## src/rtl/cr16_ctrl_pkg.sv

```systemverilog
// Shared encodings for the CR16 multicycle control unit: FSM states, opcode/ext
// fields, PSR bit positions, branch condition codes and result-mux selects.
package cr16_ctrl_pkg;

    localparam int WIDTH   = 16;
    localparam int REGBITS = 4;
    localparam int PSRBITS = 8;

    typedef enum logic [3:0] {
        S_FETCH,
        S_FETCH2,
        S_DECODE,
        S_EX_ALU,
        S_EX_SHIFT,
        S_WB,
        S_LD_RD,
        S_LD_WB,
        S_ST,
        S_BRANCH,
        S_JUMP,
        S_JAL,
        S_JAL_WB,
        S_PC_INC
    } state_e;

    localparam logic [3:0] OP_RTYPE = 4'b0000;
    localparam logic [3:0] OP_MEM   = 4'b0100;
    localparam logic [3:0] OP_SHIFT = 4'b1000;
    localparam logic [3:0] OP_BCOND = 4'b1100;

    localparam logic [3:0] EXT_LOAD      = 4'b0000;
    localparam logic [3:0] EXT_STOR      = 4'b0100;
    localparam logic [3:0] EXT_JAL       = 4'b1000;
    localparam logic [3:0] EXT_JCOND     = 4'b1100;
    localparam logic [3:0] EXT_SHIFT_REG = 4'b0100;

    localparam logic [3:0] ALU_ADD = 4'b0101;
    localparam logic [3:0] ALU_SUB = 4'b1001;
    localparam logic [3:0] ALU_CMP = 4'b1011;

    localparam int PSR_C = 0;
    localparam int PSR_L = 2;
    localparam int PSR_F = 5;
    localparam int PSR_Z = 6;
    localparam int PSR_N = 7;

    typedef enum logic [3:0] {
        C_EQ, C_NE, C_CS, C_CC, C_HI, C_LS, C_GT, C_LE,
        C_FS, C_FC, C_LO, C_HS, C_LT, C_GE, C_UC, C_NV
    } cond_e;

    localparam logic [1:0] RES_SHIFT = 2'b00;
    localparam logic [1:0] RES_ALU   = 2'b01;
    localparam logic [1:0] RES_PCALU = 2'b10;
    localparam logic [1:0] RES_LINK  = 2'b11;

    function automatic logic is_imm_alu(input logic [3:0] op);
        return op inside {4'b0001, 4'b0010, 4'b0011, 4'b0101, 4'b1001, 4'b1011, 4'b1101};
    endfunction

    function automatic logic is_zero_ext(input logic [3:0] op);
        return op inside {4'b0001, 4'b0010, 4'b0011};
    endfunction

    function automatic logic is_psr_op(input logic [3:0] alu_code);
        return alu_code inside {ALU_ADD, ALU_SUB, ALU_CMP};
    endfunction

endpackage

```

## src/rtl/cr16_cond_eval.sv

```systemverilog
// Combinational branch/jump condition evaluator: maps a 4-bit condition code and
// the PSR flags to a single take decision.
module cr16_cond_eval
    import cr16_ctrl_pkg::*;
(
    input  logic [3:0]         cond_i,
    input  logic [PSRBITS-1:0] psr_i,
    output logic               take_o
);

    logic z, n, c, l, f;
    logic [2:0] unused_psr;

    assign z = psr_i[PSR_Z];
    assign n = psr_i[PSR_N];
    assign c = psr_i[PSR_C];
    assign l = psr_i[PSR_L];
    assign f = psr_i[PSR_F];
    assign unused_psr = {psr_i[4:3], psr_i[1]};

    always_comb begin
        take_o = 1'b0;
        case (cond_e'(cond_i))
            C_EQ: take_o = z;
            C_NE: take_o = !z;
            C_CS: take_o = c;
            C_CC: take_o = !c;
            C_HI: take_o = l;
            C_LS: take_o = !l;
            C_GT: take_o = n;
            C_LE: take_o = !n;
            C_FS: take_o = f;
            C_FC: take_o = !f;
            C_LO: take_o = !l && !z;
            C_HS: take_o = l || z;
            C_LT: take_o = !n && !z;
            C_GE: take_o = n || z;
            C_UC: take_o = 1'b1;
            C_NV: take_o = 1'b0;
            default: take_o = 1'b0;
        endcase
    end

endmodule

```

## src/rtl/cr16_control_fsm.sv

```systemverilog
// Moore multicycle control FSM for the CR16 datapath: sequences fetch, decode,
// execute, memory and writeback, and drives every datapath strobe and select.
module cr16_control_fsm
    import cr16_ctrl_pkg::*;
#(
    parameter int WIDTH   = 16,
    parameter int REGBITS = 4,
    parameter int PSRBITS = 8
) (
    input  logic               clk,
    input  logic               reset,
    input  logic [WIDTH-1:0]   instr,
    input  logic [PSRBITS-1:0] psr,
    input  logic               stall,
    output logic               PCEN,
    output logic               PSREN,
    output logic               nextInstruction,
    output logic               regWrite,
    output logic               resultEn,
    output logic               memWrite,
    output logic               updateAddress,
    output logic               StoreReg,
    output logic               WriteData,
    output logic               ZeroExtend,
    output logic               PCinstruction,
    output logic               SrcB,
    output logic               shiftType,
    output logic               jumpEN,
    output logic               BranchEN,
    output logic               jalEN,
    output logic [REGBITS-1:0] ALUcond,
    output logic [1:0]         chooseResult,
    output logic               illegal
);

    state_e     state_q, state_d;
    state_e     exec_state;
    logic       take_q, take;
    logic       illegal_q;
    logic       decode_illegal;
    logic [3:0] op, rd, ext, alu_code;
    logic [3:0] unused_rs;

    assign op        = instr[15:12];
    assign rd        = instr[11:8];
    assign ext       = instr[7:4];
    assign unused_rs = instr[3:0];
    assign alu_code  = (op == OP_RTYPE) ? ext : op;
    assign illegal   = illegal_q;

    cr16_cond_eval u_cond_eval (
        .cond_i (rd),
        .psr_i  (psr),
        .take_o (take)
    );

    // Execute-state selection from the latched instruction; undefined encodings fall to PC_INC.
    always_comb begin
        exec_state     = S_PC_INC;
        decode_illegal = 1'b0;
        case (op)
            OP_RTYPE: exec_state = S_EX_ALU;
            OP_MEM: begin
                case (ext)
                    EXT_LOAD:  exec_state = S_LD_RD;
                    EXT_STOR:  exec_state = S_ST;
                    EXT_JAL:   exec_state = S_JAL;
                    EXT_JCOND: exec_state = S_JUMP;
                    default:   decode_illegal = 1'b1;
                endcase
            end
            OP_SHIFT: begin
                if (ext == EXT_SHIFT_REG || ext[3:1] == 3'b000) exec_state = S_EX_SHIFT;
                else decode_illegal = 1'b1;
            end
            OP_BCOND: exec_state = S_BRANCH;
            default: begin
                if (is_imm_alu(op)) exec_state = S_EX_ALU;
                else decode_illegal = 1'b1;
            end
        endcase
    end

    // NOTE: state registers use non-blocking assignments so every flop samples pre-edge values.
    always_ff @(posedge clk or negedge reset) begin
        if (!reset) begin
            state_q   <= S_FETCH;
            take_q    <= 1'b0;
            illegal_q <= 1'b0;
        end else if (!stall) begin
            state_q <= state_d;
            if (state_q == S_DECODE) begin
                take_q <= take;
                if (decode_illegal) illegal_q <= 1'b1;
            end
        end
    end

    // NOTE: every output gets a default first so no path through the case infers a latch.
    always_comb begin
        state_d         = state_q;
        PCEN            = 1'b0;
        PSREN           = 1'b0;
        nextInstruction = 1'b0;
        regWrite        = 1'b0;
        resultEn        = 1'b0;
        memWrite        = 1'b0;
        updateAddress   = 1'b0;
        StoreReg        = 1'b0;
        WriteData       = 1'b0;
        ZeroExtend      = 1'b0;
        PCinstruction   = 1'b0;
        SrcB            = 1'b0;
        shiftType       = 1'b0;
        jumpEN          = 1'b0;
        BranchEN        = 1'b0;
        jalEN           = 1'b0;
        ALUcond         = '0;
        chooseResult    = RES_SHIFT;

        case (state_q)
            S_FETCH: begin
                updateAddress = 1'b1;
                state_d       = S_FETCH2;
            end
            S_FETCH2: begin
                updateAddress   = 1'b1;
                nextInstruction = 1'b1;
                state_d         = S_DECODE;
            end
            S_DECODE: state_d = exec_state;
            S_EX_ALU: begin
                resultEn     = 1'b1;
                chooseResult = RES_ALU;
                ALUcond      = alu_code;
                SrcB         = (op == OP_RTYPE);
                ZeroExtend   = is_zero_ext(op);
                PSREN        = is_psr_op(alu_code);
                state_d      = (alu_code == ALU_CMP) ? S_PC_INC : S_WB;
            end
            S_EX_SHIFT: begin
                resultEn     = 1'b1;
                chooseResult = RES_SHIFT;
                SrcB         = (ext == EXT_SHIFT_REG);
                shiftType    = (ext != EXT_SHIFT_REG) && ext[0];
                state_d      = S_WB;
            end
            S_WB: begin
                regWrite  = 1'b1;
                WriteData = 1'b1;
                state_d   = S_PC_INC;
            end
            S_LD_RD: state_d = S_LD_WB;
            S_LD_WB: begin
                regWrite = 1'b1;
                state_d  = S_PC_INC;
            end
            S_ST: begin
                StoreReg = 1'b1;
                memWrite = 1'b1;
                state_d  = S_PC_INC;
            end
            S_BRANCH: begin
                if (take_q) begin
                    PCEN          = 1'b1;
                    BranchEN      = 1'b1;
                    PCinstruction = 1'b1;
                    state_d       = S_FETCH;
                end else begin
                    state_d = S_PC_INC;
                end
            end
            S_JUMP: begin
                if (take_q) begin
                    PCEN    = 1'b1;
                    jumpEN  = 1'b1;
                    SrcB    = 1'b1;
                    state_d = S_FETCH;
                end else begin
                    state_d = S_PC_INC;
                end
            end
            S_JAL: begin
                jalEN        = 1'b1;
                chooseResult = RES_LINK;
                resultEn     = 1'b1;
                state_d      = S_JAL_WB;
            end
            S_JAL_WB: begin
                regWrite  = 1'b1;
                WriteData = 1'b1;
                PCEN      = 1'b1;
                jalEN     = 1'b1;
                SrcB      = 1'b1;
                state_d   = S_FETCH;
            end
            S_PC_INC: begin
                PCEN    = 1'b1;
                state_d = S_FETCH;
            end
            default: state_d = S_FETCH;
        endcase

        // A stall freezes the state and suppresses every write, while selects keep their values.
        if (stall) begin
            state_d         = state_q;
            PCEN            = 1'b0;
            PSREN           = 1'b0;
            regWrite        = 1'b0;
            memWrite        = 1'b0;
            resultEn        = 1'b0;
            nextInstruction = 1'b0;
        end
    end

endmodule
```

## config.mk

```make
export PLATFORM = sky130hd
export DESIGN_NAME = cr16_control_fsm
export DESIGN_NICKNAME = d
export VERILOG_FILES = /design/src/rtl/cr16_ctrl_pkg.sv /design/src/rtl/cr16_cond_eval.sv /design/src/rtl/cr16_control_fsm.sv
export SDC_FILE = /design/constraint.sdc
export NUM_CORES = 1
export LEC_CHECK = 0
export ABC_AREA = 1
export CORE_AREA = 2 2 54 56
export DETAILED_ROUTE_END_ITERATION = 12
export DIE_AREA = 0 0 56 58
export GPL_TIMING_DRIVEN = 0
export PLACE_DENSITY_LB_ADDON = 0.12
export SYNTH_ARGS = -nofsm -noshare
export SYNTH_HDL_FRONTEND = slang
export SYNTH_HIERARCHICAL = 1
export SYNTH_SLANG_ARGS = --single-unit
```

## constraint.sdc

```tcl
create_clock -name clk -period 1.9 [get_ports clk]
set_input_delay 0.475 -clock clk [delete_from_list [all_inputs] [get_ports clk]]
set_output_delay 0.475 -clock clk [all_outputs]
set_load 0.02 [all_outputs]
```

==> impl_metrics.py <==
metrics = {
    "setup_path": {
        "reg2regPathDepth": 10,
        "cp-start-kind": "register",
        "crit_type": "register to output pin",
        "end_kind": "output pin",
        "cp.arrival_ns": 1.58,
        "crit_required_ns": 1.42,
        "path_max_fanout": 8,
    },
    "synth": {
        "synth.avg_cell_area_um2": 4.84,
        "ys_types": 21,
        "synth_nets": 251,
        "netlist_instances": 224,
        "syn_area_mm2": 0.00108,
        "yosys_warnings": 6,
        "seq_area_frac_synth_pct": 13.8,
        "synth_seq_cells": 6,
    },
    "power": {
        "vdd_drop_max_uv": 923,
        "p_leak_nw": 1.01,
        "p_per_area_mw_per_mm2": 923,
    },
    "routing": {
        "vias": 1507,
        "routed_wl_mm": 3.38,
        "drt_iter0_drc": 69,
        "drc": 0,
        "wl_per_cell_um": 10.8,
        "avgViaCountPerCell": 4.80,
        "first_pass_iters": 4,
        "antenna_left": 0,
    },
    "place": {
        "dp_cells": 295,
        "dp_hpwl_mm": 2.34,
        "gp_congestion": 0.847,
        "numPortBuffers": 40,
    },
    "clock_network": {
        "clk_latency_ns": 0.24,
        "cts_sinks": 6,
        "cts_made_buffers": 3,
        "root_buffer": "clkbuf_4",
        "cts_tree": "yes",
        "path_clk_slew_ns": 0.05,
        "cts_max_level": 1,
        "clk_path_buf_depth": 2,
        "hold_buffers": 0,
    },
    "timing": {
        "fmax_mhz": 486,
        "holdWs_ns": 0.468,
        "period_share_pct": 108,
        "layout_setup_ws_ns": -0.156,
        "period_needed_ns": 2.06,
        "finalClockSkew_ns": 0.00329,
        "rsz0062_at_grt": "yes",
        "drv_slew": 0,
        "finalSetupViolations": 11,
        "hold_viol_final": 0,
        "max_slew.worst_pin.slew_ns": 0.411,
        "slew_headroom_pct": 72.3,
    },
    "grt": {
        "overflow": 0,
        "grt_pass1_vias": 1283,
        "antenna_found_initial": 0,
        "grt_max_degree": 11,
        "grt_usage_pct": 19.6,
        "grt_pass1_wl_mm": 5.33,
    },
    "floorplanning": {
        "die_w_um": 56,
        "num_io_pins": 50,
        "num_rows": 19,
        "dieArea_mm2": 0.00325,
        "fp.dieH_um": 58,
        "core_mm2": 0.00266,
        "initial_core_util_pct": 40.7,
    },
    "final_layout": {
        "diodes": 0,
        "num-fill-cells": 259,
        "layout_common_cells": "nand2_1 (67), nor2_1 (38), inv_1 (34)",
        "drive_above_1_share_pct": 31.4,
        "fin_cells": 314,
        "nets": 312,
        "final_common_cell": "nand2_1",
        "synthToLayoutAreaGrowth_pct": 64.8,
    },
    "min_path": {
        "min-delay-path-class": "primary input to asynchronous set/reset pin",
    },
    "status": {
        "violations": "negative setup slack",
        "outcome": "complete, but fails checks",
    },
    "job": {
        "maxCapViolations": 0,
    },
}
report_power, final:
group	internal [W]	switching (W)	leakage (nW)
logic	0.000540	0.000717	0.931
registers	0.000191	0.0000856	0.0703
clock network	0.0000714	0.0000458	0.0138
total	0.000802	0.000848	1.01
path summary, 6_finish.rpt:
check	start	endpoint	slack (ns)
max	state_q[3]$_DFFE_PN0N_	SrcB	-0.16
max reg2reg	state_q[0]$_DFFE_PN0N_	state_q[0]$_DFFE_PN0N_	0.39
min in group clk	illegal$_DFFE_PN0P_	illegal$_DFFE_PN0P_	0.48
max in group asynchronous	reset	state_q[3]$_DFFE_PN0N_	1.20
min	reset	state_q[1]$_DFFE_PN0N_	0.47
min reg2reg	illegal$_DFFE_PN0P_	illegal$_DFFE_PN0P_	0.48
synthesized netlist by cell type:
library cell | number | area share (%)
buf_6 | 2 | 2.1
o311ai_0 | 1 | 0.81
o21ai_0 | 4 | 1.8
buf_2 | 1 | 0.46
nor4_1 | 1 | 0.58
o32ai_1 | 1 | 0.81
a31o_1 | 1 | 0.81
buf_4 | 1 | 0.69
a21oi_1 | 6 | 2.8
dfrtp_1 | 6 | 14
nor3_1 | 3 | 1.4
nor2_4 | 2 | 2.1
inv_1 | 39 | 13
nor2_1 | 51 | 18
a31oi_1 | 1 | 0.58
nand3_2 | 1 | 0.92
inv_2 | 3 | 1.0
nand3_1 | 24 | 11
nor2_2 | 2 | 1.2
nand2_1 | 73 | 25
nand3b_1 | 1 | 0.69
kinds of logic (layout without fill, tap and decap cells):
group | after synthesis | in the layout | synth area share [%]
buffers and inverters | 46 | 105 | 17.8
DFF | 6 | 6 | 13.8
and+or+nand+nor | 158 | 158 | 60.8
AOI/OAI and AO/OA | 14 | 14 | 7.61
metal layers:
| layer | global-route usage [%] | vias up | part of all wire, % | routed length, µm |
|---|---|---|---|---|
| met3 | 3.57 | 4 | 3.6 | 123 |
| li1 | - | 799 | - | - |
| met1 | 26.2 | 665 | 44 | 1500 |
| met4 | 3.74 | 0 | 1.1 | 36 |
| met2 | 33.6 | 39 | 51 | 1730 |
| met5 | 0 | - | 0 | 0 |
what timing repair did:
| action | CTS | global route |
|---|---|---|
| pin swaps | 5 | 10 |
| gates resized for setup | 107 | 49 |
| setup buffers | 5 | 11 |
| setup endpoints to repair | 22 | 20 |
per-stage QoR:
stage	TNS (ns)	utilization (%)	power [W]	setup slack, ns	area, µm²
after floorplan	-0.0102	-	0.000854	-0.0102	1100
after global routing	-1.70	67.2	0.00179	-0.230	1790
after global placement	-8.05	57.8	0.00119	-0.994	1540
after detailed placement	-8.15	57.8	0.00119	-0.996	1540
after CTS	-0.877	61.8	0.00139	-0.169	1650
final	-1.00	67.2	0.00165	-0.156	1790
cell type report:
| cell class | instances | area [µm²] | share of cell area [%] |
|---|---|---|---|
| inverter | 42 | 158 | 8.82 |
| sequential | 6 | 154 | 8.61 |
| timing repair buffer | 56 | 474 | 26.5 |
| clock buffer | 3 | 22.5 | 1.26 |
| buffer | 4 | 35.0 | 1.96 |
| tap | 31 | 38.8 | 2.17 |
| multi-input combinational | 172 | 906 | 50.7 |
critical path, cell delays in order (launching register included):
cell	delay, ns
dfrtp_2	0.44
buf_6	0.14
nor2_4	0.14
nand3_4	0.16
o311ai_4	0.29
buf_6	0.16
flip-flops by register name, indices dropped and copies added, names as in the netlist:
name,count
state_q,4
take_q,1
illegal,1
Note: power is estimated with default switching activity, not from simulation.
